**config.mk**
```make
export PLATFORM = sky130hd
export DESIGN_NAME = btn_step_conditioner
export DESIGN_NICKNAME = d
export VERILOG_FILES = /design/src/rtl/btn_step_conditioner.sv
export SDC_FILE = /design/constraint.sdc
export NUM_CORES = 1
export LEC_CHECK = 0
export ABC_CLOCK_PERIOD_IN_PS = 2200
export CELL_PAD_IN_SITES_DETAIL_PLACEMENT = 1
export CELL_PAD_IN_SITES_GLOBAL_PLACEMENT = 1
export CORE_MARGIN = 2
export CORE_UTILIZATION = 35
export DETAILED_ROUTE_END_ITERATION = 8
export HOLD_SLACK_MARGIN = 0.05
export PLACE_DENSITY = 0.67
export SYNTH_ARGS = -nofsm -noshare
export SYNTH_HDL_FRONTEND = slang
export SYNTH_SLANG_ARGS = --single-unit
```
**constraint.sdc**
```tcl
create_clock -name clk_out -period 2.2 [get_ports clk_out]
set_input_delay 0.44 -clock clk_out [delete_from_list [all_inputs] [get_ports clk_out]]
set_output_delay 0.44 -clock clk_out [all_outputs]
set_load 0.03 [all_outputs]
```
**src/rtl/btn_step_conditioner.sv**
```systemverilog
// -----------------------------------------------------------------------------
// btn_step_conditioner
//
// Turns two raw push-buttons into clean, single-cycle duty-step pulses for the
// PWM generator. Each button is synchronised into the clk_out domain and
// debounced on its own. A small FSM then emits one pulse per accepted press,
// can auto-repeat while a button is held, and locks out all pulses while both
// buttons are down.
//
// Ports
//   clk_out       in   divided system clock
//   rst_n         in   asynchronous reset, active-high (legacy polarity)
//   btn_up_raw    in   raw increase button, 1 = pressed
//   btn_down_raw  in   raw decrease button, 1 = pressed
//   repeat_en     in   1 = auto-repeat while held, sampled every cycle
//   inc_pulse     out  one-cycle increase step (registered)
//   dec_pulse     out  one-cycle decrease step (registered)
//   up_level      out  debounced level of the up button
//   down_level    out  debounced level of the down button
//   locked        out  1 while both-button lockout is active
// -----------------------------------------------------------------------------
module btn_step_conditioner #(
    parameter int unsigned SYNC_STAGES     = 2,
    parameter int unsigned DEBOUNCE_CYCLES = 16,
    parameter int unsigned REPEAT_DELAY    = 64,
    parameter int unsigned REPEAT_RATE     = 16,
    parameter int unsigned CNT_W           = 8
) (
    input  logic clk_out,
    input  logic rst_n,
    input  logic btn_up_raw,
    input  logic btn_down_raw,
    input  logic repeat_en,
    output logic inc_pulse,
    output logic dec_pulse,
    output logic up_level,
    output logic down_level,
    output logic locked
);

    localparam int unsigned NUM_BTN = 2;
    localparam int unsigned BTN_UP  = 0;
    localparam int unsigned BTN_DN  = 1;

    // Terminal counts; counters compare against these and never wrap.
    localparam logic [CNT_W-1:0] DEB_LAST  = CNT_W'(DEBOUNCE_CYCLES - 1);
    localparam logic [CNT_W-1:0] DLY_LAST  = CNT_W'(REPEAT_DELAY - 1);
    localparam logic [CNT_W-1:0] RATE_LAST = CNT_W'(REPEAT_RATE - 1);

    typedef enum logic [2:0] {
        IDLE    = 3'd0,
        HOLD_UP = 3'd1,
        HOLD_DN = 3'd2,
        RPT_UP  = 3'd3,
        RPT_DN  = 3'd4,
        LOCK    = 3'd5
    } state_t;

    logic [NUM_BTN-1:0] raw;
    logic [NUM_BTN-1:0] level;

    assign raw = {btn_down_raw, btn_up_raw};

    // -------------------------------------------------------------------------
    // Per-button synchroniser and debouncer
    // -------------------------------------------------------------------------
    for (genvar b = 0; b < NUM_BTN; b++) begin : g_btn
        logic [SYNC_STAGES-1:0] sync_q;
        logic [CNT_W-1:0]       cnt_q;
        logic [CNT_W-1:0]       cnt_d;
        logic                   lvl_q;
        logic                   lvl_d;
        logic                   synced;

        assign synced = sync_q[SYNC_STAGES-1];

        // Shift chain; bit 0 is the metastability-exposed first stage.
        always_ff @(posedge clk_out or posedge rst_n) begin
            if (rst_n) begin
                sync_q <= '0;
            end else begin
                sync_q <= {sync_q[SYNC_STAGES-2:0], raw[b]};
            end
        end

        // Accept a new level only after it has differed for the full window;
        // any agreement with the current level restarts the count.
        always_comb begin
            cnt_d = '0;
            lvl_d = lvl_q;
            if (synced != lvl_q) begin
                if (cnt_q == DEB_LAST) begin
                    lvl_d = synced;
                end else begin
                    cnt_d = cnt_q + CNT_W'(1);
                end
            end
        end

        always_ff @(posedge clk_out or posedge rst_n) begin
            if (rst_n) begin
                cnt_q <= '0;
                lvl_q <= 1'b0;
            end else begin
                cnt_q <= cnt_d;
                lvl_q <= lvl_d;
            end
        end

        assign level[b] = lvl_q;
    end

    // -------------------------------------------------------------------------
    // Step / repeat / lockout FSM
    // -------------------------------------------------------------------------
    state_t           state_q;
    state_t           state_d;
    logic [CNT_W-1:0] rtimer_q;
    logic [CNT_W-1:0] rtimer_d;
    logic             fire;
    logic             inc_q;
    logic             inc_d;
    logic             dec_q;
    logic             dec_d;
    logic             locked_q;
    logic             locked_d;
    logic             up_lvl;
    logic             dn_lvl;
    logic             own_lvl;
    logic             other_lvl;
    logic             is_up_side;

    assign up_lvl = level[BTN_UP];
    assign dn_lvl = level[BTN_DN];

    // State and registered outputs.
    always_ff @(posedge clk_out or posedge rst_n) begin
        if (rst_n) begin
            state_q  <= IDLE;
            rtimer_q <= '0;
            inc_q    <= 1'b0;
            dec_q    <= 1'b0;
            locked_q <= 1'b0;
        end else begin
            state_q  <= state_d;
            rtimer_q <= rtimer_d;
            inc_q    <= inc_d;
            dec_q    <= dec_d;
            locked_q <= locked_d;
        end
    end

    // Next state, repeat timer and the "emit a step" strobe.
    always_comb begin
        state_d    = state_q;
        rtimer_d   = rtimer_q;
        fire       = 1'b0;
        is_up_side = (state_q == HOLD_UP) || (state_q == RPT_UP);
        own_lvl    = is_up_side ? up_lvl : dn_lvl;
        other_lvl  = is_up_side ? dn_lvl : up_lvl;

        case (state_q)
            IDLE: begin
                rtimer_d = '0;
                if (up_lvl && dn_lvl) begin
                    state_d = LOCK;
                end else if (up_lvl) begin
                    state_d = HOLD_UP;
                    fire    = 1'b1;
                end else if (dn_lvl) begin
                    state_d = HOLD_DN;
                    fire    = 1'b1;
                end
            end

            HOLD_UP, HOLD_DN: begin
                if (!own_lvl) begin
                    state_d  = IDLE;
                    rtimer_d = '0;
                end else if (other_lvl) begin
                    state_d  = LOCK;
                    rtimer_d = '0;
                end else if (rtimer_q == DLY_LAST) begin
                    // Delay expired: wait here (timer parked) until repeat is allowed.
                    if (repeat_en) begin
                        fire     = 1'b1;
                        rtimer_d = '0;
                        state_d  = is_up_side ? RPT_UP : RPT_DN;
                    end
                end else begin
                    rtimer_d = rtimer_q + CNT_W'(1);
                end
            end

            RPT_UP, RPT_DN: begin
                if (!own_lvl) begin
                    state_d  = IDLE;
                    rtimer_d = '0;
                end else if (other_lvl) begin
                    state_d  = LOCK;
                    rtimer_d = '0;
                end else if (!repeat_en) begin
                    // Park in HOLD with the delay already served.
                    state_d  = is_up_side ? HOLD_UP : HOLD_DN;
                    rtimer_d = DLY_LAST;
                end else if (rtimer_q == RATE_LAST) begin
                    fire     = 1'b1;
                    rtimer_d = '0;
                end else begin
                    rtimer_d = rtimer_q + CNT_W'(1);
                end
            end

            LOCK: begin
                rtimer_d = '0;
                if (!up_lvl && !dn_lvl) begin
                    state_d = IDLE;
                end
            end

            default: begin
                state_d  = IDLE;
                rtimer_d = '0;
            end
        endcase
    end

    // Output decode; the direction of a step follows the state it lands in.
    always_comb begin
        inc_d    = 1'b0;
        dec_d    = 1'b0;
        locked_d = (state_d == LOCK);
        if (fire) begin
            inc_d = (state_d == HOLD_UP) || (state_d == RPT_UP);
            dec_d = (state_d == HOLD_DN) || (state_d == RPT_DN);
        end
    end

    assign inc_pulse  = inc_q;
    assign dec_pulse  = dec_q;
    assign locked     = locked_q;
    assign up_level   = up_lvl;
    assign down_level = dn_lvl;

endmodule

```
== After elaboration in Yosys (flattened, before gate mapping) ==
Index checks and enable logic that the tools add are counted.

* $add $sub $neg: 3
* Equal/unequal tests: 17
* Muxes and demuxes: 43
* Reductions and logical operators: 12

{| class="wikitable"
|+ Operator list
! kind !! count
|-
| two-way mux 8 bit || 12
|-
| two-way mux 3 bit || 12
|-
| adder 8 x 1 -> 8 bit, second input constant || 3
|-
| equality test 8 x 4 -> 1 bit, second input constant || 3
|-
| one-hot mux 8 bit (2 select lines) || 1
|-
| two-way mux 1 bit || 15
|-
| equality test 3 x 2 -> 1 bit, second input constant || 4
|-
| equality test 3 bit, second input constant || 4
|-
| one-hot mux 3 bit (4 select lines) || 1
|-
| equality test 8 x 6 -> 1 bit, second input constant || 1
|-
| equality test 3 x 1 -> 1 bit, second input constant || 2
|-
| != test 5 bit, second input constant || 1
|-
| AND reduction 2 bit || 2
|-
| OR reduction 2 bit || 2
|-
| logical NOT 3 bit || 1
|-
| logical OR 1 bit || 3
|-
| one-hot mux 1 bit (3 select lines) || 1
|-
| logical AND 1 bit || 2
|-
| logical NOT 1 bit || 2
|-
| two-way mux 2 bit || 1
|-
| != test 1 bit || 2
|}

* Bits in registers: 36
* Input bits: 5
* Output and inout bits: 5
* Word-level logic and storage cells: 86

== Depth between registers and ports, before layout ==
* Word-level depth: 11
* Depth in mapped cells: 8
* Depth with buffers taken out: 7

== Worst setup path after synthesis ==
Ideal clock, no wire load.

* Kind: flip-flop to flip-flop
* Start point: register g_btn[1].lvl_q (netlist: down_level)
* End point: register dec_q (netlist: dec_pulse)
* Setup time: 0.094 ns
* Data arrival time: 1.698 ns
* Required time: 2.106 ns
* Setup slack: 0.408 ns
* Stages on the path, launching flop included: 8
* Buffers on the path: 1
* Period minus slack after synthesis: 1.792 ns
* Cell sequence: dfrtp_1 > buf_2 > inv_1 > ha_1 > nor4bb_1 > a21oi_1 > o221a_2 > a221oi_2

* Longest elaborated chain between the ends: 7
* Elaborated cells on any way between the ends: 26
* Classes of those cells: 2 x eq/ne; 20 x mux; 4 x reduce/logical

{| class="wikitable"
|+ RTL lines
! element !! line !! source
|-
| from (decl) || 71 || <nowiki>logic lvl_q;</nowiki>
|-
| from (signal assigned) || 106 || <nowiki>lvl_q <= lvl_d;</nowiki>
|-
| two-way mux 1 bit, or another cell as far along || 160 || <nowiki>other_lvl = is_up_side ? dn_lvl : up_lvl;</nowiki>
|-
| two-way mux 3 bit, or another cell as far along || 199 || <nowiki>end else if (other_lvl) begin</nowiki>
|-
| two-way mux 3 bit, on equally long branches || -- ||
|-
| one-hot mux 3 bit (4 select lines) || 162 || <nowiki>case (state_q)</nowiki>
|-
| equality test 3 x 2 -> 1 bit or equality test 3 bit (tied branches) || 235 || <nowiki>dec_d = (state_d == HOLD_DN) || (state_d == RPT_DN);</nowiki>
|-
| logical OR 1 bit || 235 ||
|-
| two-way mux 1 bit * || 233 || <nowiki>if (fire) begin</nowiki>
|-
| via dec_d || 124 || <nowiki>logic dec_d;</nowiki>
|-
| to (signal assigned) || 142 || <nowiki>dec_q <= 1'b0;</nowiki>
|-
| to (signal assigned) || 148 || <nowiki>dec_q <= dec_d;</nowiki>
|-
| to (decl) || 123 || <nowiki>logic dec_q;</nowiki>
|}

The timed path passes the listed nets; every way through them passes the cells marked *.
A chain may end at the register's enable or synchronous reset.

== Worst setup path in the final report ==
* Start point: register g_btn[0].lvl_q (netlist: up_level)
* End point: output port up_level

{| class="wikitable"
|+ RTL lines
! element !! line !! source
|-
| from (decl) || 71 ||
|-
| from (signal assigned) || 106 ||
|-
| to (decl) || 36 || <nowiki>output logic up_level,</nowiki>
|}

No word-level cell between the ends.

==> run metrics <==
run status=complete, no violations; Hold Slack=352 ps; Worst IR Drop VDD=0.388 mV; clock transition at the registers of the reported paths=70 ps; Clock Skews=4.41 ps; CP required=1760 ps; FFs w/ async S/R, synth=100%; Worst Hold Class=register to register; mapped cell area=2050 sq um; CP arrival=1610 ps; family with the most delay on the worst path=buffers and inverters; # fillers=637; vias=1486; I/O pins=10; Final setup viols=0; R2R setup slack=270 ps; Tot GR Track Use=15.3%; CP startpoint kind=register; Synth Flop Type=dfrtp_1; Worst R2R End=dec_pulse$_DFF_PP0_; DP Area=2220 sq um; total CTS buffers=5; critical-path cell list=clkdlybuf4s50_1; grt ovf=0; Core Util, Final=41.7%; Slew Viols, Final=0; Synth Area per Inst=10.3 sq um; unrepaired setup endpoints after global routing=no; num rows=27; HP Start=g_btn[0].sync_q[0]$_DFF_PP0_; Slew headroom=62.5%; final instance area=2330 sq um; PD cells=563 nW/um^2; worst reg2reg path startpoint=rtimer_q[0]$_DFFE_PP0P_; number of max-cap violations=0; Ys Warns=0; Final min period=2050 ps; chip height=80.6 microns; Die ar.=6490 sq um; TritonRoute pass-1 iters=4; Routed WL=4200 microns; most frequent cells in the layout=dfrtp_1 (35), nor2_1 (21), xor2_1 (12); port buffer count=9; Mapped Cells=199; TritonCTS clock tree=yes; detailed-route DRC error count=0; Yosys cell types=59; routability cong.=0.767; first-pass GRT wire length=7620 microns; Ant. Diodes=0; CP Capture Type=output port; Seq cells post-synth=36; initial antenna violation count=0; Tcrit/Tclk final=93.3%; Die X=80.6 microns; drt wl/cell=14.7 microns; Final HPWL DP=3010 microns; initial core utilization=36.8%; Area growth, synth to finish=13.4%; CP peak stage delay=750 ps; Syn Nets=209; nets=223; largest net degree at the start of global routing=37; clock latency at the later pin of the worst-skew pair=290 ps; fin cells=286; share of cells above drive strength 1=14.5%; P_leak=1.05 nW; Starting DRT DRC Count=58; critical path type=register to output port; number of flops mapped to enable cells by yosys=0; logic depth of the worst register-to-register path=5; CTS Sinks=36; share of the yosys chip area belonging to registers=43.9%; setup bufs post-CTS=0; clk buf depth=2; Vias per Instance=5.20; Antenna Violating Nets Remaining=0; H-tree depth=2; buffers plus inverters on the worst setup path=1; Max Fclk=487 MHz; sum of negative setup slack=0 ps; root buf cell=clkbuf_8; core outline area=5570 sq um; Worst Hold End=g_btn[0].sync_q[1]$_DFF_PP0_; CP Max Fanout=12; Final Hold Vio Count=0; slowest cell on the critical path=clkdlybuf4s50_1; vias in the first global route=1591; commonest non-fill, non-tap cell in the layout=dfrtp_1; dpl cells=278; hold path depth=0; actual slew at the worst max-slew pin=561 ps
[cells in the mapped netlist (5+ instances only)]
| master | instances | area share, % |
|---|---|---|
| a21oi_1 | 6 | 1.5 |
| and2_1 | 6 | 1.8 |
| and3_1 | 9 | 2.7 |
| dfrtp_1 | 36 | 44 |
| ha_1 | 5 | 3.0 |
| inv_1 | 8 | 1.5 |
| nand2_1 | 10 | 1.8 |
| nand3_1 | 7 | 1.7 |
| nor2_1 | 21 | 3.8 |
| xnor2_1 | 9 | 3.8 |
| xor2_1 | 12 | 5.1 |
[sequential cells by signal (all words and copies together) (netlist names)]
register / flops
up_level: 1
locked: 1
g_btn.cnt_q: 16
state_q: 3
inc_pulse: 1
g_btn.sync_q: 4
rtimer_q: 8
down_level: 1
dec_pulse: 1
[stage by stage]
step,total power [mW],setup slack (ps)
finish,1.31,148
global route,1.37,46.4
CTS,1.33,33.7
detailed placement,0.749,96.4
global placement,0.747,148
floorplan,0.727,408
[timing repair]
action | CTS | global route
resized for setup | 0 | 1
hold buffers | 0 | 0
endpoints found under the setup margin | 0 | 1
[worst max path at each step]
stage	from	to	slack [ps]	depth (start not counted)
after CTS	down_level$_DFFE_PP0P_	down_level	30	1
after detailed placement	repeat_en	dec_pulse$_DFF_PP0_	100	6
after global placement	repeat_en	dec_pulse$_DFF_PP0_	150	6
after floorplan	down_level$_DFFE_PP0P_	dec_pulse$_DFF_PP0_	410	7
final	up_level$_DFFE_PP0P_	up_level	150	1
after global routing	up_level$_DFFE_PP0P_	up_level	50	1
[per-layer routing]
layer / part of all wire (%) / track usage (%) / up-vias
met4: 1.4 / 4.92 / 0
met2: 43 / 22.5 / 14
met1: 53 / 21.2 / 729
li1: - / - / 739
met5: 0 / 0 / -
met3: 2.9 / 4.72 / 4
[where the power goes]
part	internal (mW)	switching, mW
registers	0.674	0.00996
clock network	0.336	0.240
logic	0.0210	0.0288
total	1.03	0.279
[logic make-up after synthesis]
logic type      after synthesis  synth area share, %
simple gates                 81                 23.1
compound gates               36                 14.6
flops                        36                 43.9
xor+xnor                     21                 8.96
buf+inv                      17                 4.76
fa+ha+maj                     5                 3.05
mux                           3                 1.65
[worst register-to-register path: cells and delay by family (launching register included)]
| family | cells | cell delay, ps |
|---|---|---|
| AO/OA/AOI/OAI | 3 | 810 |
| flip-flops | 1 | 420 |
| AND/OR/NAND/NOR | 1 | 320 |
| adder cells (fa/ha/maj) | 1 | 240 |
[layout make-up]
type	instances	area, sq um	area share (%)
clock buffers	6	72.6	3.12
flip-flops and latches	36	902	38.8
repair buffers	16	143	6.13
well taps	72	90.1	3.87
clock inverters	2	35.0	1.51
multi-input cells	146	1050	45.3
inverters	8	30.0	1.29
Note: power is estimated with default switching activity, not from simulation.
